## src/rtl/led_seq_ctrl.sv

```systemverilog
// Step sequencer for the LED bar: runs rotate/bounce/fill patterns for a programmed step count.
// Optional LED_SEQ_SPEED_EN adds a `speed` input that divides the step period by 1/2/4/8.
module led_seq_ctrl #(
  parameter int LED_W    = 16,
  parameter int TICK_CNT = 50000000,
  parameter int TW       = 26
) (
  input  logic             clk,
  input  logic             rst,
  input  logic             start,
  input  logic             stop,
  input  logic             pause,
  input  logic [1:0]       mode,
  input  logic [7:0]       steps,
`ifdef LED_SEQ_SPEED_EN
  input  logic [1:0]       speed,
`endif
  output logic [LED_W-1:0] led,
  output logic             busy,
  output logic             done,
  output logic             tick
);

  typedef enum logic [1:0] {
    ST_IDLE = 2'd0,
    ST_RUN  = 2'd1,
    ST_DONE = 2'd2
  } state_t;

  localparam logic [LED_W-1:0] MSB_ONE = {1'b1, {(LED_W-1){1'b0}}};
  localparam logic [LED_W-1:0] LSB_ONE = {{(LED_W-1){1'b0}}, 1'b1};

  state_t           state_q, state_d;
  logic [LED_W-1:0] led_q, led_d;
  logic [TW-1:0]    presc_q, presc_d;
  logic [7:0]       cnt_q, cnt_d;
  logic             dir_q, dir_d;      // 0 = shifting right, 1 = shifting left
  logic [1:0]       mode_q, mode_d;
  logic [7:0]       steps_q, steps_d;
  logic             busy_q, busy_d;
  logic             done_q, done_d;
  logic [TW-1:0]    period_m1_s;
  logic             tick_s;
  logic [LED_W-1:0] step_led_s;
  logic             step_dir_s;
  logic [LED_W-1:0] load_led_s;

`ifdef LED_SEQ_SPEED_EN
  logic [1:0] speed_q, speed_d;

  always_comb begin
    period_m1_s = (TW'(TICK_CNT) >> speed_q) - TW'(1);
  end
`else
  always_comb begin
    period_m1_s = TW'(TICK_CNT - 1);
  end
`endif

  assign tick_s = (state_q == ST_RUN) && !pause && (presc_q == period_m1_s);

  // Pattern advance for one tick; bounce flips direction when the lit bit reaches an end.
  always_comb begin
    step_led_s = led_q;
    step_dir_s = dir_q;
    case (mode_q)
      2'b00: step_led_s = {led_q[0], led_q[LED_W-1:1]};
      2'b01: step_led_s = {led_q[LED_W-2:0], led_q[LED_W-1]};
      2'b10: begin
        if (dir_q) begin
          step_led_s = {led_q[LED_W-2:0], 1'b0};
        end else begin
          step_led_s = {1'b0, led_q[LED_W-1:1]};
        end
        if (step_led_s == LSB_ONE) begin
          step_dir_s = 1'b1;
        end else if (step_led_s == MSB_ONE) begin
          step_dir_s = 1'b0;
        end else begin
          step_dir_s = dir_q;
        end
      end
      2'b11: begin
        if (&led_q) begin
          step_led_s = '0;
        end else begin
          step_led_s = {1'b1, led_q[LED_W-1:1]};
        end
      end
      default: step_led_s = led_q;
    endcase
  end

  always_comb begin
    case (mode)
      2'b01:   load_led_s = LSB_ONE;
      2'b11:   load_led_s = '0;
      default: load_led_s = MSB_ONE;
    endcase
  end

  // Next-state logic; stop outranks start in IDLE and outranks a tick in RUN.
  always_comb begin
    state_d = state_q;
    led_d   = led_q;
    presc_d = presc_q;
    cnt_d   = cnt_q;
    dir_d   = dir_q;
    mode_d  = mode_q;
    steps_d = steps_q;
`ifdef LED_SEQ_SPEED_EN
    speed_d = speed_q;
`endif
    case (state_q)
      ST_IDLE: begin
        if (start && !stop) begin
          state_d = ST_RUN;
          mode_d  = mode;
          steps_d = steps;
          led_d   = load_led_s;
          presc_d = '0;
          cnt_d   = 8'd0;
          dir_d   = 1'b0;
`ifdef LED_SEQ_SPEED_EN
          speed_d = speed;
`endif
        end else begin
          state_d = ST_IDLE;
        end
      end
      ST_RUN: begin
        if (stop) begin
          state_d = ST_IDLE;
        end else if (tick_s) begin
          presc_d = '0;
          cnt_d   = cnt_q + 8'd1;
          led_d   = step_led_s;
          dir_d   = step_dir_s;
          if ((steps_q != 8'd0) && (cnt_d == steps_q)) begin
            state_d = ST_DONE;
          end else begin
            state_d = ST_RUN;
          end
        end else if (!pause) begin
          presc_d = presc_q + TW'(1);
        end else begin
          presc_d = presc_q;
        end
      end
      ST_DONE: state_d = ST_IDLE;
      default: state_d = ST_IDLE;
    endcase
    busy_d = (state_d == ST_RUN);
    done_d = (state_d == ST_DONE);
  end

  // State and datapath registers with synchronous reset.
  always_ff @(posedge clk) begin
    if (rst) begin
      state_q <= ST_IDLE;
      led_q   <= MSB_ONE;
      presc_q <= '0;
      cnt_q   <= 8'd0;
      dir_q   <= 1'b0;
      mode_q  <= 2'b00;
      steps_q <= 8'd0;
      busy_q  <= 1'b0;
      done_q  <= 1'b0;
`ifdef LED_SEQ_SPEED_EN
      speed_q <= 2'b00;
`endif
    end else begin
      state_q <= state_d;
      led_q   <= led_d;
      presc_q <= presc_d;
      cnt_q   <= cnt_d;
      dir_q   <= dir_d;
      mode_q  <= mode_d;
      steps_q <= steps_d;
      busy_q  <= busy_d;
      done_q  <= done_d;
`ifdef LED_SEQ_SPEED_EN
      speed_q <= speed_d;
`endif
    end
  end

  assign led  = led_q;
  assign busy = busy_q;
  assign done = done_q;
  assign tick = tick_s;

endmodule

```

## config.mk

```make
export PLATFORM = sky130hd
export DESIGN_NAME = led_seq_ctrl
export DESIGN_NICKNAME = d
export VERILOG_FILES = /design/src/rtl/led_seq_ctrl.sv
export SDC_FILE = /design/constraint.sdc
export NUM_CORES = 1
export LEC_CHECK = 0
export BUFFER_PORTS_ARGS = -buffer_cell sky130_fd_sc_hd__buf_2
export CAP_MARGIN = 20
export CORE_UTILIZATION = 45
export CTS_BUF_LIST = sky130_fd_sc_hd__clkbuf_4 sky130_fd_sc_hd__clkbuf_8
export DETAILED_ROUTE_END_ITERATION = 10
export PLACE_DENSITY_LB_ADDON = 0.25
export SLEW_MARGIN = 20
export SYNTH_ARGS = -nofsm -noshare
export SYNTH_HDL_FRONTEND = slang
export SYNTH_SLANG_ARGS = --single-unit
```

## constraint.sdc

```tcl
create_clock -name clk -period 2.2 [get_ports clk]
set_input_delay 0.44 -clock clk [delete_from_list [all_inputs] [get_ports clk]]
set_output_delay 0.44 -clock clk [all_outputs]
set_load 0.01 [all_outputs]
```

## After elaboration in Yosys (flattened, before gate mapping)

Index checks and enable logic that the tools add are counted.

| word-level totals | value |
|---|---|
| register bits | 65 |

| cells by class | value |
|---|---|
| multiplexer cells | 30 |
| reductions and logical operators | 15 |
| equal/unequal tests | 18 |
| add/subtract/negate cells | 2 |

Operator list:

| operator | count |
|---|---|
| $mux W26 | 4 |
| $mux W16 | 6 |
| $pmux W16 S2 | 2 |
| $pmux W16 S4 | 1 |
| $pmux W26 S2 | 1 |
| $add A26 B1 Y26 const B | 1 |
| $eq A26 B26 Y1 const B | 1 |
| $mux W8 | 3 |
| $eq A16 B1 Y1 const B | 1 |
| $eq A16 B16 Y1 const B | 1 |
| $pmux W8 S2 | 1 |
| $reduce_and A16 Y1 | 1 |
| $add A8 B1 Y8 const B | 1 |
| $eq A2 B1 Y1 const B | 4 |
| $eq A2 B2 Y1 const B | 4 |
| $eq A8 B8 Y1 | 1 |
| $reduce_and A4 Y1 | 2 |
| $reduce_bool A8 Y1 | 1 |
| $mux W1 | 7 |
| $mux W2 | 3 |
| $ne A2 B2 Y1 const B | 3 |
| $reduce_and A6 Y1 | 1 |
| $logic_and A1 B1 Y1 | 4 |
| $logic_not A2 Y1 | 2 |
| 8 further kinds | 9 |

## Logic depth before layout (Yosys ltp)

| depth | value |
|---|---|
| depth after elaboration | 9 |
| gate-level depth with buffers | 7 |
| mapped depth without buffers | 6 |

## Worst setup path before layout

OpenSTA, ideal clock, no wires.

| timing path | value |
|---|---|
| path type | flip-flop to flip-flop |
| from | register presc_q[0] |
| to | register cnt_q[3] |
| path slack | 341 ps |
| clock period less this slack | 1859 ps |
| arrival | 1789 ps |
| path buffers | 0 |
| cell stages (with the launch flop) | 7 |
| setup time | 70 ps |
| cells stage by stage | dfxtp_1 ha_1 and4bb_1 nand4b_2 or3_4 or3_1 a21oi_1 |

| between the ends | value |
|---|---|
| longest elaborated chain between the ends | 4 |

RTL lines:

| what | line | source |
|---|---|---|
| start: declaration | 35 | `logic [TW-1:0] presc_q, presc_d;` |
| start signal: assignment | 175 | `presc_q <= presc_d;` |
| $eq A26 B26 Y1 | 60 | `assign tick_s = (state_q == ST_RUN) && !pause && (presc_q == period_m1_s);` |
| $logic_and A1 B1 Y1 | 60 |  |
| $ne A2 B2 Y1 (no source line) | - |  |
| $reduce_and A4 Y1 (no source line) | - |  |
| end signal: assignment | 176 | `cnt_q <= cnt_d;` |
| end: declaration | 36 | `logic [7:0] cnt_q, cnt_d;` |

Every way passes these cells.
A chain may end at the register's enable or synchronous reset.

## Worst setup path in the final report

| timing path | value |
|---|---|
| from | register presc_q[0] |
| to | output port tick |

| between the ends | value |
|---|---|
| longest elaborated chain between the ends | 2 |

RTL lines:

| what | line | source |
|---|---|---|
| $eq A26 B26 Y1 | 60 |  |
| $logic_and A1 B1 Y1 | 60 |  |
| end: declaration | 21 | `output logic tick` |

Every way passes these cells.

==> impl_metrics.json <==
{
  "status": "finished clean",
  "regToRegEndpoint": "cnt_q[3]$_SDFFE_PP0P_",
  "cts_buffers": 9,
  "regArea_um2": 1310,
  "row_count": 31,
  "leakagePower_nw": 1.43,
  "final_core_util_pct": 55.6,
  "fin_ws_ps": 83.2,
  "grt_max_degree": 31,
  "final_common_cell": "dfxtp_1",
  "diodes": 0,
  "maxSlewHeadroom_pct": 43.6,
  "drv_cap": 0,
  "coreArea_um2": 7370,
  "hold_violations": 0,
  "power_density_nw_per_um2": 556,
  "grt_pass1_wl_um": 14400,
  "crit_fanout": 5,
  "cts.clk_slew.worst_paths_ps": 70,
  "r2r_slack_ps": 190,
  "peakVddDrop_uv": 422,
  "antenna_found_initial": 0,
  "drc": 0,
  "yosysTopAreaCell": "dfxtp_1",
  "die_h_um": 90.1,
  "place_ws_ps": 164,
  "netlist.area_leader.share_pct": 37.2,
  "ys_warn_count": 0,
  "endpoint_kind": "output pin",
  "synth.area.top_cells": "dfxtp_1 (37%), a21oi_1 (5.6%), nand2_1 (5.3%)",
  "yosysSeqAreaShare_pct": 37.2,
  "drtIter0Drc": 164,
  "fill_cells": 720,
  "critical_path_required_ps": 1760,
  "clock_sinks": 65,
  "dieArea_um2": 8120,
  "finClkSkew_ps": 11.3,
  "initial_core_util_pct": 47.4,
  "area_growth_syn_to_layout_pct": 17.3,
  "syn_avg_cell_area_um2": 8.20,
  "rr_worst_depth": 7,
  "finalSetupViolCount": 0,
  "hold-path-cell-count": 3,
  "tightest_slew_ps": 846,
  "whs_endpoint": "steps_q[5]$_SDFFE_PP0P_",
  "finalMaxSlewViolations": 0,
  "first_global_vias": 3080,
  "ys_types": 61,
  "synth_flop_cell": "dfxtp_1",
  "wl_um": 8520,
  "start_kind": "flip-flop",
  "clock_latency_ps": 350,
  "ys_async_sr_fraction_pct": 0,
  "nets": 489,
  "via_per_inst": 5.80,
  "grt_use_total_pct": 21.4,
  "multi_input_area_um2": 2110,
  "reg2reg_from": "presc_q[0]$_SDFFE_PP0P_",
  "hp-class": "in2reg",
  "vias": 3340,
  "drive_gt1_share_pct": 20.1,
  "hold_buffers": 0,
  "syn_inst": 426,
  "synth_edf_count": 0,
  "cts_root_buffer": "clkbuf_8",
  "drtAntennaViolNets": 0,
  "cts_tree": "done",
  "placed_cells": 553,
  "crit_type": "reg2out",
  "gr-total-overflow": 0,
  "synth-seq-cells": 65,
  "ios": 34,
  "syn_nets": 443,
  "synth.cell_area_um2": 3490,
  "die_w_um": 90.1,
  "gp_congestion": 0.826,
  "min_from": "steps[5]",
  "htree_levels": 3,
  "hpwl_um": 6010,
  "cp.arrival_ps": 1680,
  "final.period_utilization_pct": 96.2,
  "cts_buffer_depth": 2,
  "mostFrequentLayoutCells": "dfxtp_1 (59), nand2_1 (49), a21oi_1 (39)",
  "grt_setup_unrepaired": "no",
  "fmax_mhz": 472,
  "finalCriticalPeriod_ps": 2120,
  "instances_no_fill": 576,
  "tns_ps": 0,
  "first_pass_iters": 4,
  "detail_route.wl_per_cell_um": 14.8,
  "portBuffers": 33
}
==> routing by layer <==
metal,vias to the layer above,wire length [um],track usage (%)
met5,-,0,0
met4,0,98,6.05
met2,49,4160,36.5
met3,14,264,5.16
li1,1661,-,-
met1,1616,3990,26.8
==> what timing repair did <==
action / in CTS / in global routing
setup buffers: 4 / 3
pin swaps: 2 / 3
endpoints found under the hold margin: 0 / 0
gates resized for setup: 7 / 7
setup endpoints to repair: 1 / 1
==> cells by family (layout without fill, tap and decap cells) <==
logic type	count (synthesis)	in the layout	synth area share (%)
AND/OR/NAND/NOR	186	186	28.7
AO/OA/AOI/OAI	113	113	22.2
flip-flops	65	65	37.2
XOR/XNOR	29	29	7.27
buffers and inverters	29	80	3.26
adder cells (fa/ha/maj)	2	2	0.716
multiplexers	2	2	0.609
==> flip-flops by register name, summed over array words and instances (netlist names) <==
signal	flops
mode_q	2
busy	1
state_q	2
steps_q	8
done	1
presc_q	26
led	16
cnt_q	8
dir_q	1
==> critical path, cell delays in order (launching register included) <==
cell,delay [ps]
dfxtp_2,360
ha_4,140
and4bb_2,270
nand4b_4,110
or2_4,270
inv_2,80
buf_6,100
==> cells in the mapped netlist, types with 2 or more instances <==
library cell,count
dfxtp_1,65
nand2_1,49
a21oi_1,39
nor2_1,38
clkbuf_1,17
nand3_1,17
xnor2_1,17
o21ai_0,15
o2bb2ai_1,14
nand4_1,13
a22o_1,12
xor2_1,12
nor4_1,10
and3_1,9
inv_1,8
nor3_1,8
or3_1,7
nand2b_1,5
o211ai_1,5
buf_2,4
nor2b_1,4
nor4b_1,4
a31oi_1,3
nand4b_1,3
o21ai_1,3
a211oi_1,2
a221oi_1,2
and4_1,2
and4bb_1,2
ha_1,2
nor3b_1,2
o21a_1,2
o22ai_1,2
or2_1,2
==> report_power, final <==
group / internal [mW] / switching (mW) / leakage [nW]
sequential: 1.19 / 0.0191 / 0.528
clock: 0.412 / 0.465 / 0.0852
combinational: 0.0738 / 0.114 / 0.813
total: 1.68 / 0.598 / 1.43
==> worst max path at each step <==
stage	slack [ps]	end	from	cells after the start
3_3_place_gp	220	tick	pause	6
5_1_grt	2	tick	presc_q[0]$_SDFFE_PP0P_	6
2_1_floorplan	340	cnt_q[3]$_SDFFE_PP0P_	presc_q[0]$_SDFFE_PP0P_	6
3_5_place_dp	160	tick	pause	6
4_1_cts	10	tick	presc_q[0]$_SDFFE_PP0P_	6
6_report	80	tick	presc_q[0]$_SDFFE_PP0P_	6
==> cell type report <==
class	count	share of cell area, %
Multi-Input combinational cell	332	51.6
Sequential cell	65	31.9
Timing Repair Buffer	56	8.70
Clock buffer	10	3.21
Tap cell	99	3.02
Clock inverter	6	0.855
Inverter	8	0.733
==> metrics by stage <==
step	total power [mW]	hold slack (ps)	cell area (um2)
global placement	1.42	467	3840
detailed placement	1.42	477	3840
CTS	2.29	316	4060
floorplan	1.35	446	3490
finish	2.28	324	4100
global route	2.36	341	4100
Note: power is estimated with default switching activity, not from simulation.
